===== src/rtl/vga_capture.sv =====
// vga_capture: locks onto an incoming hs/vs pixel stream, locates the active window, decimates it
// by SCALE in both axes and writes the surviving RGB332 pixels into the frame RAM write port.
// Optional build macro VGA_CAPTURE_CHECK_EN enables line/frame length checking, the err pulse and
// the one-frame ARMED qualification before lock.
module vga_capture #(
  parameter int unsigned HV_ALL    = 1648,
  parameter int unsigned HV_A      = 176,
  parameter int unsigned HV_B      = 176,
  parameter int unsigned HV_C      = 1280,
  parameter int unsigned VV_ALL    = 800,
  parameter int unsigned VV_A      = 3,
  parameter int unsigned VV_B      = 28,
  parameter int unsigned VV_C      = 768,
  parameter int unsigned SCALE     = 8,
  parameter int unsigned BASE_ADDR = 25500
) (
  input  logic        clk,
  input  logic        rst_n,
  input  logic        hs,
  input  logic        vs,
  input  logic [7:0]  rgb,
  input  logic        cap_en,
  output logic        wr_en,
  output logic [15:0] wr_addr,
  output logic [7:0]  wr_data,
  output logic        frame_done,
  output logic        locked,
  output logic        err
);

  localparam int unsigned Cols = HV_C / SCALE;
  localparam int unsigned Rows = VV_C / SCALE;

  localparam logic [10:0] XStart  = 11'(HV_A + HV_B);
  localparam logic [10:0] XEnd    = 11'(HV_A + HV_B + HV_C);
  localparam logic [10:0] YStart  = 11'(VV_A + VV_B);
  localparam logic [10:0] YEnd    = 11'(VV_A + VV_B + VV_C);
  localparam logic [10:0] XLast   = 11'(HV_A + HV_B + (Cols - 1) * SCALE);
  localparam logic [10:0] YLast   = 11'(VV_A + VV_B + (Rows - 1) * SCALE);
  localparam logic [10:0] PhMask  = 11'(SCALE - 1);
  localparam logic [10:0] CntSat  = 11'h7ff;
  localparam logic [15:0] Base    = 16'(BASE_ADDR);
  localparam logic [15:0] RowStep = 16'(Cols);
  // A geometry whose active window does not fit inside the line/frame never produces writes.
  localparam bit CfgOk = (HV_A + HV_B + HV_C <= HV_ALL) && (VV_A + VV_B + VV_C <= VV_ALL);
`ifdef VGA_CAPTURE_CHECK_EN
  localparam logic [10:0] XMax = 11'(HV_ALL - 1);
  localparam logic [10:0] YMax = 11'(VV_ALL - 1);
`endif

  typedef enum logic [1:0] {StSeek, StArmed, StLocked, StCapture} state_e;

  logic        hs_q, hs_qq, vs_q, vs_qq, cap_q;
  logic [7:0]  rgb_q;
  logic [10:0] x_q, x_d, y_q, y_d;
  logic [15:0] col_q, col_d, row_base_q, row_base_d;
  logic        rowhit_q, rowhit_d;
  logic        line_start, frame_start, hit, last_hit, viol;

  state_e      state_q;
  logic        wr_en_q, done_pend_q, frame_done_q, locked_q, err_q;
  logic [15:0] wr_addr_q;
  logic [7:0]  wr_data_q;

  // Input stage: one register on every input, plus a second copy of the syncs for edge detection.
  always_ff @(posedge clk or negedge rst_n) begin
    if (!rst_n) begin
      hs_q  <= 1'b1;
      hs_qq <= 1'b1;
      vs_q  <= 1'b1;
      vs_qq <= 1'b1;
      cap_q <= 1'b0;
      rgb_q <= '0;
    end else begin
      hs_q  <= hs;
      hs_qq <= hs_q;
      vs_q  <= vs;
      vs_qq <= vs_q;
      cap_q <= cap_en;
      rgb_q <= rgb;
    end
  end

  // Position tracking and decimation decision for the pixel currently held in rgb_q.
  always_comb begin
    line_start  = hs_qq & ~hs_q;
    frame_start = vs_qq & ~vs_q;

    x_d = line_start ? '0 : ((x_q == CntSat) ? CntSat : 11'(x_q + 11'd1));
    y_d = y_q;
    if (frame_start) begin
      y_d = '0;
    end else if (line_start) begin
      y_d = (y_q == CntSat) ? CntSat : 11'(y_q + 11'd1);
    end

    hit = CfgOk && (x_d >= XStart) && (x_d < XEnd) && (y_d >= YStart) && (y_d < YEnd) &&
          (((x_d - XStart) & PhMask) == '0) && (((y_d - YStart) & PhMask) == '0);
    last_hit = hit && (x_d == XLast) && (y_d == YLast);

    col_d = line_start ? '0 : (hit ? 16'(col_q + 16'd1) : col_q);

    // The row base advances at the start of the line following a sampled row.
    row_base_d = row_base_q;
    if (frame_start) begin
      row_base_d = Base;
    end else if (line_start && rowhit_q) begin
      row_base_d = 16'(row_base_q + RowStep);
    end
    rowhit_d = (frame_start || line_start) ? 1'b0 : (rowhit_q | hit);

    viol = 1'b0;
`ifdef VGA_CAPTURE_CHECK_EN
    // Too short: a line/frame start arrives early. Too long: the last position passes without one.
    if (line_start ? (x_q != XMax) : (x_q == XMax)) begin
      viol = 1'b1;
    end
    if (frame_start ? (y_q != YMax) : (line_start && (y_q == YMax))) begin
      viol = 1'b1;
    end
`endif
  end

  // Position and address counters.
  always_ff @(posedge clk or negedge rst_n) begin
    if (!rst_n) begin
      x_q        <= '0;
      y_q        <= '0;
      col_q      <= '0;
      row_base_q <= Base;
      rowhit_q   <= 1'b0;
    end else begin
      x_q        <= x_d;
      y_q        <= y_d;
      col_q      <= col_d;
      row_base_q <= row_base_d;
      rowhit_q   <= rowhit_d;
    end
  end

  // Lock/capture FSM with registered write port and status outputs.
  always_ff @(posedge clk or negedge rst_n) begin
    if (!rst_n) begin
      state_q      <= StSeek;
      wr_en_q      <= 1'b0;
      wr_addr_q    <= Base;
      wr_data_q    <= '0;
      done_pend_q  <= 1'b0;
      frame_done_q <= 1'b0;
      locked_q     <= 1'b0;
      err_q        <= 1'b0;
    end else begin
      wr_en_q      <= 1'b0;
      err_q        <= 1'b0;
      done_pend_q  <= 1'b0;
      frame_done_q <= done_pend_q;
      if (viol && (state_q != StSeek)) begin
        state_q      <= StSeek;
        locked_q     <= 1'b0;
        err_q        <= 1'b1;
        frame_done_q <= 1'b0;
      end else begin
        case (state_q)
          StSeek: begin
            if (frame_start) begin
`ifdef VGA_CAPTURE_CHECK_EN
              state_q  <= StArmed;
`else
              state_q  <= StLocked;
              locked_q <= 1'b1;
`endif
            end
          end
          StArmed: begin
            // Reaching a frame start here means the whole observed frame was clean.
            if (frame_start) begin
              state_q  <= StLocked;
              locked_q <= 1'b1;
            end
          end
          StLocked: begin
            if (frame_start && cap_q) begin
              state_q <= StCapture;
            end
          end
          StCapture: begin
            if (frame_start) begin
              state_q <= StLocked;
            end else if (hit) begin
              wr_en_q   <= 1'b1;
              wr_addr_q <= 16'(row_base_q + col_q);
              wr_data_q <= rgb_q;
              if (last_hit) begin
                state_q     <= StLocked;
                done_pend_q <= 1'b1;
              end
            end
          end
          default: begin
            state_q  <= StSeek;
            locked_q <= 1'b0;
          end
        endcase
      end
    end
  end

  assign wr_en      = wr_en_q;
  assign wr_addr    = wr_addr_q;
  assign wr_data    = wr_data_q;
  assign frame_done = frame_done_q;
  assign locked     = locked_q;
  assign err        = err_q;

endmodule


===== config.mk =====
export PLATFORM = sky130hd
export DESIGN_NAME = vga_capture
export DESIGN_NICKNAME = d
export VERILOG_FILES = /design/src/rtl/vga_capture.sv
export SDC_FILE = /design/constraint.sdc
export NUM_CORES = 1
export LEC_CHECK = 0
export CORE_ASPECT_RATIO = 0.7
export CORE_MARGIN = 8
export CORE_UTILIZATION = 41
export CTS_CLUSTER_DIAMETER = 60
export CTS_CLUSTER_SIZE = 8
export DETAILED_ROUTE_END_ITERATION = 8
export MAX_ROUTING_LAYER = met4
export PLACE_DENSITY_LB_ADDON = 0.2
export SETUP_SLACK_MARGIN = 0.5
export SLEW_MARGIN = 20
export SYNTH_ARGS = -nofsm -noshare
export SYNTH_HDL_FRONTEND = slang
export SYNTH_SLANG_ARGS = --single-unit

===== constraint.sdc =====
create_clock -name clk -period 4.3 [get_ports clk]
set_clock_uncertainty 0.1 [all_clocks]
set_input_delay 0.645 -clock clk [delete_from_list [all_inputs] [get_ports clk]]
set_output_delay 0.645 -clock clk [all_outputs]
set_load 0.01 [all_outputs]

# --- Word level (Yosys, flattened, before mapping) ---
# Cells that the tools add are included.
totals:
  mem_bits_rw: 0
  latch_bits: 0
  register_bits: 98
  n_memories: 0
  output_inout_bits: 28
  romBits: 0
  inputBits: 13
op_classes:
  div: 0
  add_sub_neg: 7
  eq_ne: 11
  n_lt_le_gt_ge: 4
  n_reduce_logical: 19
  bitwise: 6
  multipliers: 0
  n_shift: 0
  muxes: 23
op_table:
  columns: ["op", "n"]
  rows:
  - ["$mux 16", 4]
  - ["$mux 11", 5]
  - ["$eq 11x11->1 const B", 3]
  - ["$add 11x1->11 const B", 2]
  - ["$logic_not 11->1", 2]
  - ["$add 16x1->16 const B", 1]
  - ["$add 16x16->16", 1]
  - ["$add 16x8->16 const B", 1]
  - ["$eq 11x10->1 const B", 1]
  - ["$ge 11x5->1 const B", 1]
  - ["$ge 11x9->1 const B", 1]
  - ["$lt 11x10->1 const B", 1]
  - ["$lt 11x11->1 const B", 1]
  - ["$mux 2", 5]
  - ["$logic_and 1x1->1", 9]
  - ["$mux 1", 8]
  - ["$ne 3x3->1 const B", 2]
  - ["$pmux 2 s3", 1]
  - ["$eq 2x2->1 const B", 2]
  - ["$reduce_and 4->1", 1]
  - ["$reduce_bool 2->1", 2]
  - ["$not 1->1", 3]
  - ["$reduce_and 3->1", 1]
  - ["$sub 3x1->3 const B", 1]
  - ["10 further kinds", 11]

# --- Depth between registers and ports, before layout ---
logic_depth:
  word_depth: 15
  mapped_depth: 13
  depth_no_buf: 11

# --- Worst setup path before layout ---
# OpenSTA, ideal clock, no wires.
synth_timing:
  path_kind: "register to register"
  start: "register y_q[0]"
  end: "register wr_data_q[5] (netlist: wr_data[5])"
  slack_ns: 1.267
  path_stages_with_launch: 11
  path_buffers: 2
  t_arrival_ns: 2.805
  path_cell_list: "dfrtp_1 > ha_1 > and3b_1 > o2111a_1 > o32a_1 > a41o_1 > a221o_2 > nor3_2 > buf_6 > buf_8 > mux2_1"
synth_via:
  elab_chain_cells: 10
  word_cells_on_any_way: 14
synth_lines:
  columns: ["item", "line", "text"]
  rows:
  - ["start, declared", "55", "logic [10:0] x_q, x_d, y_q, y_d;"]
  - ["start signal, assigned", "134", "y_q <= y_d;"]
  - ["$add 11x1->11 or $eq 11x11->1 (tied branches)", "94", "y_d = (y_q == CntSat) ? CntSat : 11'(y_q + 11'd1);"]
  - ["$mux 11", "94", null]
  - ["$mux 11 *", "93", "end else if (line_start) begin"]
  - ["$mux 11 *", "91", "if (frame_start) begin"]
  - ["$ge 11x5->1", "97", "hit = CfgOk && (x_d >= XStart) && (x_d < XEnd) && (y_d >= YStart) && (y_d < YEnd) &&"]
  - ["$logic_and 1x1->1 (3 in series)", "97", null]
  - ["$logic_and 1x1->1 *", "98", "(((x_d - XStart) & PhMask) == '0) && (((y_d - YStart) & PhMask) == '0);"]
  - ["$reduce_and 3->1 (no source line) *", null, null]
  - ["end signal, assigned", "192", "wr_data_q <= rgb_q;"]
  - ["end, declared", "63", "logic [7:0] wr_data_q;"]
# Every way passes the cells marked *; elsewhere a longest branch is shown, timed or not.
# A chain may end at the register's enable or synchronous reset.

# --- Worst setup path in the final report ---
layout_timing:
  start: "register y_q[0]"
  end: "register wr_addr_q[11] (netlist: wr_addr[11])"
layout_via:
  elab_chain_cells: 10
  word_cells_on_any_way: 14
layout_lines:
  columns: ["item", "line", "text"]
  rows:
  - ["$add 11x1->11 or $eq 11x11->1 (tied branches)", "94", null]
  - ["$mux 11 *", "94", null]
  - ["$mux 11 *", "93", null]
  - ["$mux 11 *", "91", null]
  - ["named net y_d[2]", "55", null]
  - ["$ge 11x5->1", "97", null]
  - ["$logic_and 1x1->1 (3 in series)", "97", null]
  - ["$logic_and 1x1->1 *", "98", null]
  - ["$reduce_and 3->1 (no source line) *", null, null]
  - ["end signal, assigned", "146", "wr_addr_q <= Base;"]
  - ["end signal, assigned", "191", "wr_addr_q <= 16'(row_base_q + col_q);"]
  - ["end, declared", "62", "logic [15:0] wr_addr_q;"]
# The timed path passes the listed nets; every way through them passes the cells marked *.

==> metrics.md <==
| Metric | Value |
|---|---|
| Initial core utilization | 0.4206 |
| CTS clk-pin slew, worst paths | roughly 60 ps |
| Cts bufs inserted | 9 |
| CP Cell Sequence | ha_1, nand4_2, or4_4, a21oi_1, ha_1, nand2_1, a221o_2, nor3_4, buf_6, mux2_2 |
| Syn nets | between 400 and 500 |
| Setup tns final | 0 ps |
| Overflow after GRT | 0 |
| Status | completed |
| Seq/Total Area, Yosys | 0.4832 |
| Worst relative slew slack | 0.4648 |
| CP max FO | 23 |
| Slew Viols, Final | 0 |
| DP HPWL | ~7600 um |
| Row Count | 33 |
| Total power | 0.001862 W |
| Via/cell ratio | between 5 and 6 |
| Startpoint types | flip-flop |
| IO Port Bufs | 39 |
| First DRT Iteration DRCs | roughly 260 |
| Layout cell share with drive strength beyond 1 | 0.1588 |
| Die W | 146.9 um |
| Post-synth top area cell | dfrtp_1 |
| Share of the synthesized area in the top cell type | 0.3870 |
| Met2 Usage GRT | 0.2157 |
| CP top delay family | simple AND/OR/NAND/NOR gates |
| Number of remaining DRC errors | 0 |
| Register area | between 2000 and 2500 sq um |
| Req. time, crit path | 4420 ps |
| Ant. Diodes | 0 |
| Global-route wire length before repair | 18290 um |
| Area of the multi-input gates | about 2400 sq um |
| Bufs on Longest Clock Path | 2 |
| Post-route ant nets | 0 |
| Nets | between 500 and 600 |
| Ys Warns | 0 |
| Grt met3 use | 0.02940 |
| Worst setup margin | approximately 800 ps |
| Final GP Congestion | approximately 0.88 |
| RSZ-0062 raised after global routing | no |
| Mapped cell area | roughly 5000 sq um |
| P_leak | between 2 and 3 nW |
| Worst setup path category | reg2reg |
| Root buf cell | clkbuf_16 |
| CP startpoint | y_q[0] |
| Async S/R FF share, synth | 1.000 |
| Worst VDD drop | roughly 0.00024 V |
| Synth cell types | just over 70 |
| Total GRT Usage | 0.1455 |
| H-Tree Level Count | 3 |
| Pre-CTS WS | about 530 ps |
| Number of synthesized flops with an enable pin | 0 |
| Synth area leaders | dfrtp_1 (39%), dfstp_2 (9.6%), ha_1 (4.6%), mux2_2 (4.4%), xnor2_1 (4.1%) |
| Power Dens Cells | between 300 and 400 nW/um^2 |
| Clock Latency Late Sink | roughly 330 ps |
| Worst Hold Launch | vs_q |
| Vias in the first global route | around 3600 |
| CTS tree | done |
| IO Count | 41 |
| MaxCap Viol Count | 0 |
| Vias | around 3600 |
| Hold_buf cts | 0 |
| # fillers | between 1000 and 1500 |
| Antenna violations before repair | 0 |
| Die area | approximately 16000 sq um |
| Final setup vio count | 0 |
| Critical path endpoint category | flip-flop |
| Final Hold Viols | 0 |
| CP most frequent cell | ha_1 |
| Die height | between 100 and 150 um |
| Top FF cell, synth | dfrtp_1 |
| Final period util | 0.8130 |
| DR pass1 iterations | 5 |
| Slowest CP cell | or4_4 |
| #FFs+latches synth | 94 |
| Achievable frequency | 286.1 MHz |
| Post-Synthesis Cells | around 470 |
| Drt wl/cell | about 16 um |
| Largest net degree at the start of global routing | 62 |
| CP Buf/Inv Count | 1 |
| Slew @ Worst Pin | 792.4 ps |
| GRT Max-Usage Layer | met2 |
| Post-Route WL | approximately 11000 um |
| Core area | 11690 sq um |
| Critical Path Max Stage Delay | ~500 ps |
| Critical Path AT | 3610 ps |
| Class of the worst hold path | reg2reg |
| FF-to-FF Start | y_q[0] |
| Clk sink count | 94 |
| Area grow syn2layout | 17.49% |
| Met1 Use GR | 0.1990 |
| Syn Area/Cell | 10.57 sq um |
| Crit path time final | roughly 3500 ps |
[flip-flops by register name (all words and copies together), names as in the netlist]
name         cells
hs_qq            1
locked           1
x_q             11
wr_en            1
state_q          2
frame_done       1
col_q           16
wr_addr         16
y_q             11
wr_data          8
cap_q            1
vs_q             1
row_base_q      12
hs_q             1
rowhit_q         1
rgb_q            8
vs_qq            1
done_pend_q      1
[metal layers]
| layer | wire length, um | share of wire |
|---|---|---|
| met2 | 4784 | 0.45 |
| met5 | 0 | 0 |
| met4 | 48 | 0.0045 |
| met3 | 351 | 0.033 |
| met1 | 5431 | 0.51 |
[worst register-to-register path, cell delays in order (launching register included)]
cell and delay (ps):
dfrtp_1 420, ha_1 240, nand4_2 190, or4_4 500
a21oi_1 270, ha_1 200, nand2_1 50, a221o_2 480
nor3_4 300, buf_6 270, mux2_2 370
[final cells by class]
cell class              instances  area share
flip-flops and latches         94      0.4113
clock buffers                  14     0.04572
multi-input cells             345      0.4184
well taps                     157     0.03402
inverters                       7    0.004550
clock inverters                 1    0.005200
repair buffers                 49     0.08082
[cell usage after synthesis (8+ instances only)]
cell type	count
dfstp_2	18
nand4_1	9
mux2_2	19
ha_1	18
a21oi_1	23
clkbuf_1	10
and3_1	10
nand2_1	32
nand2b_1	8
o21ai_0	15
dfrtp_1	76
nor2_1	47
nand3_1	24
nor3_1	14
xnor2_1	23
xor2_1	13
[power breakdown]
group / leakage (nW) / total (W) / internal (W) / switching, W
Sequential: 1.21 / 0.000945 / 0.000913 / 0.0000318
Clock: 0.143 / 0.000787 / 0.000480 / 0.000307
Combinational: 1.15 / 0.000129 / 0.0000490 / 0.0000805
[logic make-up after synthesis]
kind of cell,Yosys count,synth area share
flops,94,0.4832
buf+inv,26,0.02749
simple gates,186,0.2090
xor+xnor,36,0.06415
compound gates,76,0.1072
mux,28,0.06237
other cells,1,0.0007630
fa+ha+maj,18,0.04583
[timing repair]
| item | in CTS | in global routing |
|---|---|---|
| pin swaps | 0 | 1 |
| buffers inserted | 0 | 4 |
| gates resized for setup | 1 | 1 |
| setup endpoints to repair | 12 | 16 |
[cell usage in the layout (no fill, tap or decap), drive strengths merged, types with 4 or more instances in the layout]
master	n
dfrtp	76
nor2	47
clkdlybuf4s50	38
nand2	32
nand3	24
a21oi	23
xnor2	23
mux2	21
ha	18
dfstp	18
o21ai	15
nor3	15
clkbuf	14
xor2	13
and3	11
buf	11
nand4	11
nor4	10
nand2b	8
mux2i	7
and2	7
inv	7
nor2b	4
[worst paths after layout]
path / to / depth (start not counted) / slack, ps
max: wr_addr[11] / 10 / 800
min: vs_qq / 0 / 270
max reg2reg: wr_addr[11] / 10 / 800
min reg2reg: vs_qq / 0 / 270
max in group asynchronous: row_base_q[13] / 2 / 2820
min in group asynchronous: x_q[3] / 1 / 290
[metrics by stage]
| step | cells | hold WS (ps) | cell area, sq um | utilization |
|---|---|---|---|---|
| 2_1_floorplan | 465 | 231.2 | 4915 | - |
| 3_3_place_gp | 648 | 261.5 | 5444 | 0.4659 |
| 3_5_place_dp | 648 | 266.0 | 5444 | 0.4659 |
| 4_1_cts | 663 | 274.9 | 5742 | 0.4914 |
| 5_1_grt | 667 | 286.4 | 5774 | 0.4942 |
| 6_report | 667 | 272.7 | 5774 | 0.4942 |
(Power assumes the default switching activity.)
